`src/rtl/sram_arb_pkg.sv`:
```
// Shared types and constants for the SRAM port arbiter: FSM states,
// requester port indices and the default SRAM geometry.
package sram_arb_pkg;

  typedef enum logic [1:0] {IDLE, ISSUE, WAIT, DONE} arb_state_t;

  localparam int PORT_LOADER = 0;
  localparam int PORT_CORE   = 1;
  localparam int PORT_RECOG  = 2;

  localparam int DEF_AW = 20;
  localparam int DEF_DW = 16;

endpackage

```
`src/rtl/sram_port_arbiter_rr_picker.sv`:
```
// Combinational round-robin selector: first active request after ptr,
// wrapping modulo N, as one-hot grant plus binary index.
module rr_picker #(
  parameter int N  = 3,
  parameter int IW = (N > 1) ? $clog2(N) : 1
) (
  input  logic [N-1:0]  req,
  input  logic [IW-1:0] ptr,
  output logic [N-1:0]  gnt,
  output logic [IW-1:0] idx,
  output logic          found
);

  always_comb begin
    int k;
    k     = 0;
    gnt   = '0;
    idx   = '0;
    found = 1'b0;
    // ptr itself is scanned last, so the previous winner has lowest priority
    for (int i = 1; i <= N; i++) begin
      k = (int'(ptr) + i) % N;
      if (!found && req[k]) begin
        found  = 1'b1;
        gnt[k] = 1'b1;
        idx    = IW'(k);
      end
    end
  end

endmodule

```
`src/rtl/sram_port_arbiter.sv`:
```
// Serialises NPORTS requesters onto one SRAM controller: round-robin with
// bounded burst lock, one access in flight, per-access timeout.
module sram_port_arbiter
  import sram_arb_pkg::*;
#(
  parameter int NPORTS    = 3,
  parameter int AW        = DEF_AW,
  parameter int DW        = DEF_DW,
  parameter int TIMEOUT   = 16,
  parameter int MAX_BURST = 8
) (
  input  logic                 i_clk,
  input  logic                 i_rst_n,
  input  logic [NPORTS-1:0]    i_req,
  input  logic [NPORTS-1:0]    i_wr,
  input  logic [NPORTS-1:0]    i_lock,
  input  logic [NPORTS*AW-1:0] i_addr,
  input  logic [NPORTS*DW-1:0] i_wdata,
  output logic [NPORTS-1:0]    o_gnt,
  output logic [NPORTS-1:0]    o_done,
  output logic                 o_err,
  output logic [DW-1:0]        o_rdata,
  output logic                 o_busy,
  output logic                 o_m_req,
  output logic                 o_m_wr,
  output logic [AW-1:0]        o_m_addr,
  output logic [DW-1:0]        o_m_wdata,
  input  logic                 i_m_wait,
  input  logic                 i_m_valid,
  input  logic [DW-1:0]        i_m_rdata
);

  localparam int IW = (NPORTS > 1) ? $clog2(NPORTS) : 1;
  localparam int TW = (TIMEOUT > 1) ? $clog2(TIMEOUT) : 1;
  localparam int BW = $clog2(MAX_BURST + 1);

  arb_state_t        state;
  logic [IW-1:0]     ptr, win, owner, rr_idx, pick_idx;
  logic [NPORTS-1:0] rr_gnt, pick_oh;
  logic              rr_found, lock_vld, lock_take;
  logic [BW-1:0]     burst_cnt;
  logic [TW-1:0]     tmo_cnt;

  rr_picker #(.N(NPORTS), .IW(IW)) u_rr (
    .req   (i_req),
    .ptr   (ptr),
    .gnt   (rr_gnt),
    .idx   (rr_idx),
    .found (rr_found)
  );

  // An exhausted burst falls through to round-robin for one arbitration
  assign lock_take = lock_vld && i_req[owner] && (burst_cnt < BW'(MAX_BURST));
  assign pick_idx  = lock_take ? owner : rr_idx;
  assign pick_oh   = lock_take ? (NPORTS'(1) << owner) : rr_gnt;

  always_ff @(posedge i_clk or negedge i_rst_n) begin
    if (!i_rst_n) begin
      state     <= IDLE;
      ptr       <= IW'(NPORTS - 1);
      win       <= '0;
      owner     <= '0;
      lock_vld  <= 1'b0;
      burst_cnt <= '0;
      tmo_cnt   <= '0;
      o_gnt     <= '0;
      o_done    <= '0;
      o_err     <= 1'b0;
      o_rdata   <= '0;
      o_busy    <= 1'b0;
      o_m_req   <= 1'b0;
      o_m_wr    <= 1'b0;
      o_m_addr  <= '0;
      o_m_wdata <= '0;
    end else begin
      case (state)
        IDLE: begin
          if (!i_m_wait && rr_found) begin
            win       <= pick_idx;
            o_m_wr    <= i_wr[pick_idx];
            o_m_addr  <= i_addr[int'(pick_idx)*AW +: AW];
            o_m_wdata <= i_wdata[int'(pick_idx)*DW +: DW];
            o_gnt     <= pick_oh;
            o_m_req   <= 1'b1;
            o_busy    <= 1'b1;
            if (burst_cnt >= BW'(MAX_BURST)) burst_cnt <= '0;
            state     <= ISSUE;
          end
        end
        ISSUE: begin
          o_gnt   <= '0;
          o_m_req <= 1'b0;
          ptr     <= win;
          tmo_cnt <= '0;
          state   <= WAIT;
        end
        WAIT: begin
          tmo_cnt <= tmo_cnt + TW'(1);
          if (i_m_valid) begin
            if (!o_m_wr) o_rdata <= i_m_rdata;
            o_err  <= 1'b0;
            o_done <= NPORTS'(1) << win;
            state  <= DONE;
          end else if (tmo_cnt == TW'(TIMEOUT - 1)) begin
            o_err  <= 1'b1;
            o_done <= NPORTS'(1) << win;
            state  <= DONE;
          end
        end
        DONE: begin
          o_done  <= '0;
          o_err   <= 1'b0;
          o_busy  <= 1'b0;
          tmo_cnt <= '0;
          state   <= IDLE;
          if (i_lock[win]) begin
            if (lock_vld && owner == win) begin
              burst_cnt <= burst_cnt + BW'(1);
            end else begin
              owner     <= win;
              lock_vld  <= 1'b1;
              burst_cnt <= BW'(1);
            end
          end else begin
            lock_vld  <= 1'b0;
            burst_cnt <= '0;
          end
        end
        default: state <= IDLE;
      endcase
    end
  end

endmodule

```
`config.mk`:
```
export PLATFORM = sky130hd
export DESIGN_NAME = sram_port_arbiter
export DESIGN_NICKNAME = d
export VERILOG_FILES = /design/src/rtl/sram_arb_pkg.sv /design/src/rtl/sram_port_arbiter_rr_picker.sv /design/src/rtl/sram_port_arbiter.sv
export SDC_FILE = /design/constraint.sdc
export NUM_CORES = 1
export LEC_CHECK = 0
export BUFFER_PORTS_ARGS = -buffer_cell sky130_fd_sc_hd__buf_2
export CORE_ASPECT_RATIO = 1.2
export CORE_MARGIN = 4
export CORE_UTILIZATION = 48
export DETAILED_ROUTE_END_ITERATION = 10
export PLACE_DENSITY = 0.78
export SYNTH_ARGS = -nofsm -noshare
export SYNTH_HDL_FRONTEND = slang
export SYNTH_SLANG_ARGS = --single-unit
```
`constraint.sdc`:
```
create_clock -name i_clk -period 3.47 [get_ports i_clk]
set_input_delay 0.694 -clock i_clk [delete_from_list [all_inputs] [get_ports i_clk]]
set_output_delay 0.694 -clock i_clk [all_outputs]
set_load 0.01 [all_outputs]
```
==> results of run 1 <==
-- worst max-delay path, stage by stage (launching register included) --
cell      delay (ns)
dfstp_2         0.55
inv_1           0.07
ha_1            0.32
nor2b_1         0.23
a31o_2          0.26
a2111o_1        0.40
buf_4           0.23
nor2_2          0.15
buf_4           0.38
a221o_1         0.22
-- synth_stat cells (3+ instances only) --
cell       n  area, um^2
a21o_1     3       22.52
a21oi_1   11       55.05
a221o_1   37       370.4
and2_0    27       168.9
and2_1    12       75.07
buf_2     10       50.05
buf_4      7       52.55
buf_6      3       33.78
clkbuf_1  10       37.54
dfrtp_1   78        1952
ha_1      12       150.1
inv_1     15       56.30
mux2_2    55       619.3
mux2i_1    4       40.04
nand2_1   24       90.09
nand3_1    8       40.04
nand3b_1   3       22.52
nor2_1    15       56.30
nor2b_1    6       37.54
nor3_1     4       20.02
o211ai_1   4       30.03
o21ai_0   15       75.07
o21ai_1    3       15.01
o41ai_1    3       26.28
or3_1      3       18.77
-- routing by layer --
metal	track usage, %	wire length, um	up-vias
li1	-	-	1847
met4	8.470	242	0
met3	4.987	628	18
met5	0	0	-
met2	41.66	6813	135
met1	29.01	4782	1842
-- final cells by class --
cell class	count	area, um^2	area share, %
clock buffers	9	123.9	2.196
clock inverters	7	97.59	1.730
inverters	15	56.30	0.9980
multi-input cells	279	2196	38.92
flip-flops and latches	79	1978	35.06
well taps	117	146.4	2.595
repair buffers	203	1044	18.50
-- stage by stage --
stage               instances  setup slack (ns)  area (um^2)  total power (W)
global placement          693            0.7082         5420         0.003895
floorplan                 403            0.9557         4390         0.003219
CTS                       709            0.6052         5642         0.004758
global route              709            0.4279         5642         0.005075
finish                    709            0.5960         5642         0.004719
detailed placement        693            0.6126         5420         0.003986
-- state kept, by name (all words and copies together), names as in the netlist --
name / cells
burst_cnt: 4
lock_vld: 1
o_busy: 1
o_done: 3
o_err: 1
o_gnt: 3
o_m_addr: 20
o_m_req: 1
o_m_wdata: 16
o_m_wr: 1
o_rdata: 16
owner: 2
ptr: 2
state: 2
tmo_cnt: 4
win: 2
-- how the worst max path moves through the flow --
stage,startpoint,to,cells after the start,slack (ns)
2_1_floorplan,ptr[1]$_DFFE_PN1P_,o_m_wdata[2]$_DFFE_PN0P_,9,0.96
3_3_place_gp,ptr[1]$_DFFE_PN1P_,o_m_addr[8]$_DFFE_PN0P_,9,0.71
3_5_place_dp,ptr[1]$_DFFE_PN1P_,o_m_addr[1]$_DFFE_PN0P_,9,0.61
4_1_cts,ptr[1]$_DFFE_PN1P_,o_m_addr[3]$_DFFE_PN0P_,9,0.61
5_1_grt,ptr[1]$_DFFE_PN1P_,o_m_addr[3]$_DFFE_PN0P_,9,0.43
6_report,ptr[1]$_DFFE_PN1P_,o_m_addr[3]$_DFFE_PN0P_,9,0.60
-- cell families after synthesis --
kind of cell | after synthesis | synth area share (%)
flip-flops | 79 | 45.06
adder cells (fa/ha/maj) | 13 | 3.676
AND/OR/NAND/NOR | 106 | 12.65
buffers and inverters | 45 | 5.244
multiplexers | 59 | 15.02
AO/OA/AOI/OAI | 99 | 17.95
XOR/XNOR | 2 | 0.3990
-- where the power goes --
group	switching (W)	total (W)	internal [W]	leakage, nW
clock network	0.000345	0.000751	0.000406	0.105
logic	0.00121	0.00235	0.00114	1.67
registers	0.000282	0.00162	0.00133	0.990
total	0.00183	0.00472	0.00288	2.77
-- cells in the final DEF (no fill, tap or decap), types with 2 or more instances in the layout --
cell type,Yosys,layout
clkbuf_8,0,9
o21ai_1,3,2
clkinv_4,0,2
nand3_1,8,8
buf_4,7,5
o32a_1,2,2
or3_1,3,3
and2_1,12,12
nand2b_1,2,2
clkinvlp_4,0,2
nor3_1,4,4
nand2_1,24,24
nor2_1,15,15
nor2b_1,6,5
o211ai_1,4,4
bufinv_16,0,2
a221o_1,37,37
o41ai_1,3,3
o22ai_1,2,2
a2bb2oi_1,2,2
and2_0,27,27
nand3b_1,3,3
buf_2,10,197
xnor2_1,2,2
a221oi_1,2,2
inv_1,15,15
a21o_1,3,3
o31ai_1,2,2
dfrtp_1,78,78
mux2_2,55,55
ha_1,12,12
o21ai_0,15,15
mux2i_1,4,4
a21oi_1,11,11
==> results.txt, run 1 <==
The run finished with clean final reports. 199 I/O pins were placed. VDD sags by at most 0.4076 mV. The post-CTS clock slew at the launch and capture registers of the worst setup and hold paths is 0.09 ns, and the number of antenna violations at the first check in global routing is 0.

Subtracting the final worst setup slack from the clock period gives 2.874 ns. The utilization after layout is 64.48%, and the flip-flop and latch count after synthesis is 79. The logs give 23.97% for the overall fraction of global-route tracks in use and 45.06% for the sequential-to-total area share from yosys stat. Post-CTS timing repair inserted 0 buffers for setup. The count of clock tree sinks came out at 79.

The die covers 0.01075 mm^2. For the flop-to-flop setup slack, the log shows 0.60 ns. The most used flip-flop cell after synthesis is dfrtp_1.

The count of nets left with antenna violations once routing finished came out at 0. The run gives 703 as the number of inserted filler cells in the final layout. The floorplan has 37 rows.

The mean instance size in the synthesized netlist works out to 10.89 um^2. The worst register-to-register path begins at ptr[1]$_DFFE_PN1P_. The routed layout has 3842 vias.

At the end of routability-driven placement, the weighted congestion stood at 0.9127. The portion of the clock cycle consumed by the worst path in the final layout was 82.83%; the average detailed-routed wire length per instance was 17.58 um. For the final hold slack, the log shows 0.4671 ns. Data on the critical path arrives at its endpoint at 3.15 ns. The antenna diode instance count was 0. For the worst flop-to-flop path, the logic depth is 9. Synthesis produced a netlist with a net count of 552. The slew at the pin closest to its max-slew limit was 1.002 ns; the distinct cell type count after synthesis was 49. The post-detailed-route DRC marker count was 0.

In this run the worst path has a maximum fanout of 36. Data on the critical path is required at its endpoint by 3.75 ns. The area growth from synthesis to layout is 28.50%.

The overall die height came out at 112.8 um. For the final-report hold violation count, the log shows 0. For the final number of setup-violating endpoints, the log shows 0. Entering global routing, the biggest net connects 80 pins. The tools report the cell leakage power as 2.768 nW. The overall die width was 95.31 um; the number of global-route vias before repair was 4155. The worst setup path is captured at a flip-flop.

Once detailed placement completed, the half-perimeter wirelength came to 9.467 mm. The first global-routing pass estimated 20.14 mm of wire. The tools report the final number of max-transition violations as 0. In the final design database the tool counted 736 nets. The number of gates resized after cts was 0; the quantity of hold-fixing buffers added after cts was 0. The path type of the worst setup path is flip-flop to flip-flop.

The run gives 0.01631 ns as the clock skew. The total of buffers placed on input and output ports came out at 198. In this run, the number of DRC markers left after iteration 0 of detailed routing was 215. In this run the critical register-to-register path is captured at o_m_addr[3]$_DFFE_PN0P_.

The later pin in the worst-skew pair is clocked with a latency of 0.35 ns. TritonCTS built the clock tree. Detail-routed via count per cell: 5.419. The worst setup path is launched from a flip-flop.

Across the run, the number of max-cap violations was 0. For this run, the detailed router's first-pass iteration total came to 4. Total power density per cell area: 836.5 mW/mm^2.

The tree is rooted in a clkbuf_8. The fraction of layout cells with a size suffix above 1 works out to 47.30%. The count of flip-flops with a built-in enable after synthesis was 0; the number of instances in the synthesized netlist was 403. CTS built an H-tree with a depth of 3. The worst relative slew slack is 33.17%. The total clock buffers created by CTS was 9; the routed wire length was 12.47 mm.

Based on the critical path, the design can be clocked at up to 347.9 MHz. The buffer levels on the longest clock path is 2, and the placeable core region is 0.008750 mm^2. For this run, the number of Yosys warnings is 0. Worst hold-check path type: primary input to async pin. Of all flip-flops after synthesis, the portion carrying an async set or reset was 100.0%.

After global routing the overflow that remains totals 0. The mapped cell area is 0.004390 mm^2, and the effective utilization at floorplan is 50.18%. Summed over all failing endpoints, the final setup total negative slack is 0 ns. Setup repair after global routing left no endpoint under its margin.
(Power assumes the default switching activity.)
==> inputs of run 2 (changes only) <==
Clock period 3.47 ns to 2.89 ns, I/O delays scaled along.
==> run 2 against run 1 <==
Clock skew fell by 0.0030 ns; sequential power rose by 20%; global-route usage barely moved; non-clock buffer count rose by 22; critical endpoint is now o_m_addr[2]$_DFFE_PN0P_; critical path depth rose by 1; setup slack got worse by 0.46 ns; maximum frequency rose by 4.5%.
==> results.txt, run 2 (synthesized netlist as in run 1, its figures left out) <==
Compared with the post-synthesis result, the final layout area differs by 33.00%. Clock latency on the worst-skew pair, taken at its later pin, is 0.35 ns. 0 antenna diodes ended up in the layout. For this run, the total global-route usage over all layers was measured as 23.97%. The number of H-tree levels is 3. TritonCTS built the clock tree.

Once detailed placement completed, the half-perimeter wirelength came to 9.594 mm. The flow ran to the end, and the final reports show no timing, DRC or antenna violations. Across all layers, the routed design uses 3976 vias.

Cells with a size suffix above 1 make up 49.35% of the layout. The count of buffer and inverter cells on the critical path is 4, and the average detailed-routed wire length per instance is 17.03 um. The die is 112.8 um tall. The top cell types in the final layout, fill and taps aside, are buf_2, dfrtp_1, mux2_2, a221o_1, and2_0. After detailed routing, the number of remaining DRC violations is 0. In this run the horizontal extent of the chip is 95.31 um. The logs give 2.97 ns for the critical path arrival and 20.27 mm for the first-pass GRT wire length. In this run the clock root is driven by a clkbuf_8. The first TritonRoute pass finished after 4 iterations. The largest registers in the layout are o_m_addr (20), o_m_wdata (16), o_rdata (16).

STA puts the critical path data required time at 3.11 ns. The run gives 0 as the final global-route overflow total. The post-CTS clock slew at the launch and capture registers of the worst setup and hold paths was 0.09 ns; the total clock buffers created by CTS was 9. The endpoint class of the critical path is a flip-flop. For the number of global-route vias before repair, the log shows 4252. The run gives 0 as the final number of setup-violating endpoints. The worst hold-check path type was primary input to async pin. The die covers 0.01075 mm^2.

The floorplan has 37 rows. The number of antenna violations at the first check in global routing is 0. Timing analysis after detailed placement gives a worst setup slack of -0.1458 ns. Of all nets on the critical path, the largest fanout is 48. DRC violation total after the first TritonRoute iteration: 271. For the final weighted congestion in routability-driven placement, the log shows 0.8335.

Pin placement for this block handled 199 I/O pins. Traced cell by cell, the critical path runs through inv_1, ha_1, buf_4, o32a_1, nor2_1, a2111o_1, buf_6, nor2b_2, buf_12, a221o_1. In this design, the largest share of critical-path delay is due to compound AO/OA/AOI/OAI gates. In this run the tightest slew margin relative to its limit is 35.12%. The floorplan step defined a core boundary enclosing 0.008750 mm^2.

The portion of the clock cycle consumed by the worst path in the final layout works out to 95.14%. Wires add up to 12.45 mm. The run gives 0 as the final-report hold violation count. The final design instance area without fill was 0.005839 mm^2. The analysis attributes to cell leakage a power of 2.891 nW. The clock period minus worst slack is 2.749 ns.

Once placement finished, the instance area stood at 0.005598 mm^2. For this design, the sink count on the clock tree is 79. For this run, the top clock speed supported by timing is 363.7 MHz. The logs give 0 for the final number of max-transition violations and 0.3468 ns for the final hold slack. Setup repair after global routing left no endpoint under its margin. The register with the most flip-flops was o_m_addr. During placement, the flow inserted port buffers numbering 198. The register with the most flip-flops in the layout has 20 of them. The run gives 0.01336 ns as the clock skew. The path type of the worst setup path is flip-flop to flip-flop. The library cell used most frequently in the layout, excluding fill and tap cells, is buf_2.

The tools report the max-capacitance violation count as 0. The final total negative setup slack came out at 0 ns. For this design, the slowest cell found on the critical path is dfstp_2. For the pin with the worst max-slew slack, the measured transition is 0.9732 ns. The buffer levels on the longest clock path is 2.

STA classifies the critical path startpoint as a flip-flop. The count of antenna-violating nets left after detailed routing was 0. Entering global routing, the biggest net connects 80 pins. Maximum vdd ir drop: 0.5073 mV.

The detail-routed via count per cell came out at 5.439. In the post-route analysis, the smallest setup slack over all paths is 0.1405 ns. Dividing total power by cell area gives a power density of 1012 mW/mm^2.

The largest single stage delay on the critical path is 0.54 ns. Once the floorplan was initialized, standard cells occupied 50.18% of the core. The net total in the final layout was 758.
run 2: cell count changes in the layout (fill, tap and decap cells not counted), sizes merged:
| cell | delta |
|---|---|
| buf | +22 |
| inv | +3 |
| clkinv | -2 |
| clkinvlp | -1 |
run 2: what timing repair did:
item / in CTS / in global routing
setup endpoints to repair: 10 / 40
resized for setup: 1 / 2
hold buffers: 0 / 0
buffers inserted: 0 / 0
run 2: path summary, 6_finish.rpt:
| check | startpoint | endpoint | slack (ns) | cells after the start |
|---|---|---|---|---|
| worst max-delay path | ptr[1]$_DFFE_PN1P_ | o_m_addr[2]$_DFFE_PN0P_ | 0.14 | 10 |
| worst min-delay path | i_rst_n | o_m_addr[5]$_DFFE_PN0P_ | 0.35 | 1 |
| worst max register to register | ptr[1]$_DFFE_PN1P_ | o_m_addr[2]$_DFFE_PN0P_ | 0.14 | 10 |
| worst min register to register | o_done[0]$_DFFE_PN0P_ | o_done[0]$_DFFE_PN0P_ | 0.50 | 2 |
| max in group asynchronous | i_rst_n | o_m_wdata[10]$_DFFE_PN0P_ | 1.88 | 1 |
| min in group i_clk | i_m_rdata[5] | o_rdata[5]$_DFFE_PN0P_ | 0.46 | 2 |
run 2: layout make-up:
cell class,count,area (um^2)
Inverter,15,56.30
Multi-Input combinational cell,279,2207
Sequential cell,79,1978
Timing Repair Buffer,225,1225
Clock inverter,7,102.6
Clock buffer,9,123.9
Fill cell,695,2910
Tap cell,117,146.4
run 2: metrics by stage:
| step | power, W | utilization, % | instances |
|---|---|---|---|
| floorplan | 0.003864 | - | 403 |
| global placement | 0.004862 | 63.98 | 715 |
| detailed placement | 0.004982 | 63.98 | 715 |
| CTS | 0.005930 | 66.62 | 731 |
| global route | 0.006328 | 66.74 | 731 |
| finish | 0.005908 | 66.74 | 731 |
run 2: metal layers:
metal,part of all wire (%),up-vias,global-route usage [%]
li1,-,1893,-
met1,38,1919,27.99
met2,55,142,43.11
met3,4.6,22,3.923
met4,2.3,0,9.336
met5,0,-,0
run 2: power breakdown:
part	switching (W)	total, W	internal, W
sequential	0.000345	0.00195	0.00160
clock	0.000423	0.000920	0.000497
combinational	0.00150	0.00304	0.00154
total	0.00227	0.00591	0.00364
==> inputs of run 3 (changes only) <==
Settings changed: CORE_UTILIZATION 48 to 45, PLACE_DENSITY 0.78 to 0.74.
==> run 3 against run 2 <==
Register-to-register slack improved by 0.08 ns; sequential share of layout area rose by 0.073 points; non-clock buffer count shrank 16; flip-flop and latch count stayed put; utilization down 5.5 points; sequential power about the same; power increased by 3.8%.
==> results.txt, run 3 (synthesized netlist as in run 1, its figures left out) <==
The root cell of the clock tree was clkbuf_16. Broken down by cell family, the worst path's largest delay share belongs to compound AO/OA/AOI/OAI gates. In this run the deepest clock path goes through 2 buffers. The switching share of power came out at 37.61%. The antenna diode instance count is 0. Count of standard-cell rows: 39.

The required arrival time at the worst endpoint is 3.08 ns, and the HPWL after detailed placement is 9.693 mm. Setup violations remaining at the end of the flow were counted as 0. In the final layout, flip-flops and latches occupy 0.001978 mm^2. The tools report the number of gates resized after cts as 0. The final global-route overflow total was 0; the final number of max-transition violations was 0.

The tools report the full die area as 0.01141 mm^2. The run gives 0 as the count of antenna-violating nets left after detailed routing. VDD sags by at most 0.4611 mV. The maximum number of pins on one net before global-route repair came out at 80. Clock-pin slew was measured on the worst setup and hold paths at 0.06 ns. The register with the most flip-flops was o_m_addr. The post-detailed-route DRC marker count came out at 0. The slew at the pin closest to its max-slew limit was 0.9754 ns; the worst relative slew slack was 34.97%. In this run the worst setup path begins at ptr[1]$_DFFE_PN1P_.

The largest registers in the layout are o_m_addr (20), o_m_wdata (16), o_rdata (16). Cell internal power was estimated by the tool at 0.003827 W. After floorplanning, the core was sized to cover 0.009515 mm^2. The multi-input combinational cells in the finished layout cover a total of 0.002196 mm^2.

From left edge to right edge, the die measures 98.17 um. The signal on the critical path passes through inv_1, ha_1, nor2b_1, a31o_2, a2111o_1, buf_4, a2bb2oi_1, a21oi_1, o22ai_1. The net count of the finished layout is 742. CTS built an H-tree with a depth of 3. In the final layout, the share of cells above drive strength 1 is 47.83%. Summed over all nets, the switching power comes to 0.002307 W. In this run the post-CTS setup repair buffer count came out at 0. TritonCTS built the clock tree. The tool flagged a number of max-cap violations equal to 0.

The quantity of hold-fixing buffers added after cts was 0; the DRC violation total after the first TritonRoute iteration was 255. The tools report the register share of total power as 31.7%. The logs give 2.854 nW for the cell leakage power and 0 for the number of antenna violations at the first check in global routing. For this configuration, the core starts out at a cell density of 46.14%. The worst setup path is launched from a flip-flop. The clock reaches the later pin of the worst-skew pair after 0.33 ns.

After detailed routing, the number of vias per cell comes to 5.440. The filler cells instantiated in the layout total 806. Summing all non-filler instances in the final layout gives an area of 0.005827 mm^2.

Leaving out fill and tap cells, the most frequent cell in the layout is buf_2. The final total negative setup slack came out at 0 ns. The routed design has 12.67 mm of wire. Hold is met by 0.4003 ns. The total clock buffers created by CTS is 9, and the delay of the slowest cell on the worst path is 0.54 ns.

The area growth from synthesis to layout came out at 32.72%. Count of buffer and inverter cells on the critical path: 2. The worst path in the final design needs a cycle of 2.670 ns, including I/O delays and setup.

The final critical path takes up 92.40% of the cycle. The final-report hold violation count is 0, and the via count of the routed design is 3922. Critical path's slowest cell: dfstp_2.

The worst hold-check path type is primary input to async pin. The critical path arrival was 2.86 ns; the overall die height was 116.2 um. The clock network is responsible for 20.1% of the overall power. The logs give 199 for the number of top-level pins and 61.24% for the utilization after layout.

In the layout the commonest cells are buf_2, dfrtp_1, mux2_2, a221o_1, and2_0. The setup path with the least slack is of type flip-flop to flip-flop. The flip-flop count of the largest register after layout works out to 20. In this run the worst path has a maximum fanout of 21. The run finished with clean final reports. The combinational fraction of design power is 48.2%, and the final weighted congestion in routability-driven placement is 0.9005. Clock skew: 0.008569 ns. Total iterations of the first detailed-routing run: 4. After detailed routing, the average wire length per cell comes to 17.58 um. In this run the power density over the cells is 1053 mW/mm^2. In this run the critical register-to-register path is launched from ptr[1]$_DFFE_PN1P_. The logs give 20.18 mm for the first-pass GRT wire length and 4116 for the number of global-route vias before repair. Summing all placed instances gives a cell area of 0.005498 mm^2.

The run gives 374.5 MHz as the peak clock frequency supported by timing. Setup repair after global routing left no endpoint under its margin. The total of buffers placed on input and output ports works out to 198. The worst setup path is captured at a flip-flop.

Across every metal layer, demand over resource in global routing totals 21.86%. The count of clock tree sinks came out at 79.
## run 3: worst reg2reg max path: stages (launching register included)
cell and delay [ns]:
dfstp_2 0.54, inv_1 0.07, ha_1 0.31, nor2b_1 0.23
a31o_2 0.27, a2111o_1 0.41, buf_4 0.23, a2bb2oi_1 0.20
a21oi_1 0.17, o22ai_1 0.09
## run 3: through the flow
stage / cells / total power (W) / worst slack (ns)
after floorplan: 403 / 0.003864 / 0.3757
after global placement: 705 / 0.004798 / 0.3178
after detailed placement: 705 / 0.004910 / 0.2326
after CTS: 721 / 0.006168 / 0.2298
after global routing: 721 / 0.006523 / 0.02690
final: 721 / 0.006134 / 0.2195
## run 3: layout make-up
class / count / share of cell area (%)
well taps: 123 / 2.641
flip-flops and latches: 79 / 33.95
inverters: 15 / 0.9663
clock inverters: 7 / 1.782
multi-input cells: 279 / 37.69
clock buffers: 9 / 3.865
repair buffers: 209 / 19.11
## run 3: metal layers
layer / global-route usage (%) / vias to the layer above / part of all wire [%]
li1: - / 1860 / -
met1: 26.96 / 1892 / 39
met2: 39.28 / 153 / 54
met3: 4.182 / 17 / 5.9
met4: 6.375 / 0 / 1.6
met5: 0 / - / 0
## run 3: path summary, 6_finish.rpt
path	to	slack [ns]	depth (start not counted)
min in group i_clk	o_m_wdata[9]$_DFFE_PN0P_	0.47	2
max reg2reg	burst_cnt[2]$_DFFE_PN0P_	0.22	9
min reg2reg	o_done[2]$_DFFE_PN0P_	0.49	2
max in group asynchronous	burst_cnt[2]$_DFFE_PN0P_	1.86	1
max	burst_cnt[2]$_DFFE_PN0P_	0.22	9
min	ptr[0]$_DFFE_PN0P_	0.40	1
## run 3: power groups by stage
stage | Combinational (W) | Sequential, W | Clock, W
after global routing | 0.00322 | 0.00200 | 0.00130
after global placement | 0.00286 | 0.00194 | 0
final | 0.00295 | 0.00195 | 0.00123
after detailed placement | 0.00298 | 0.00193 | 0
after floorplan | 0.00181 | 0.00205 | 0
after CTS | 0.00298 | 0.00194 | 0.00125
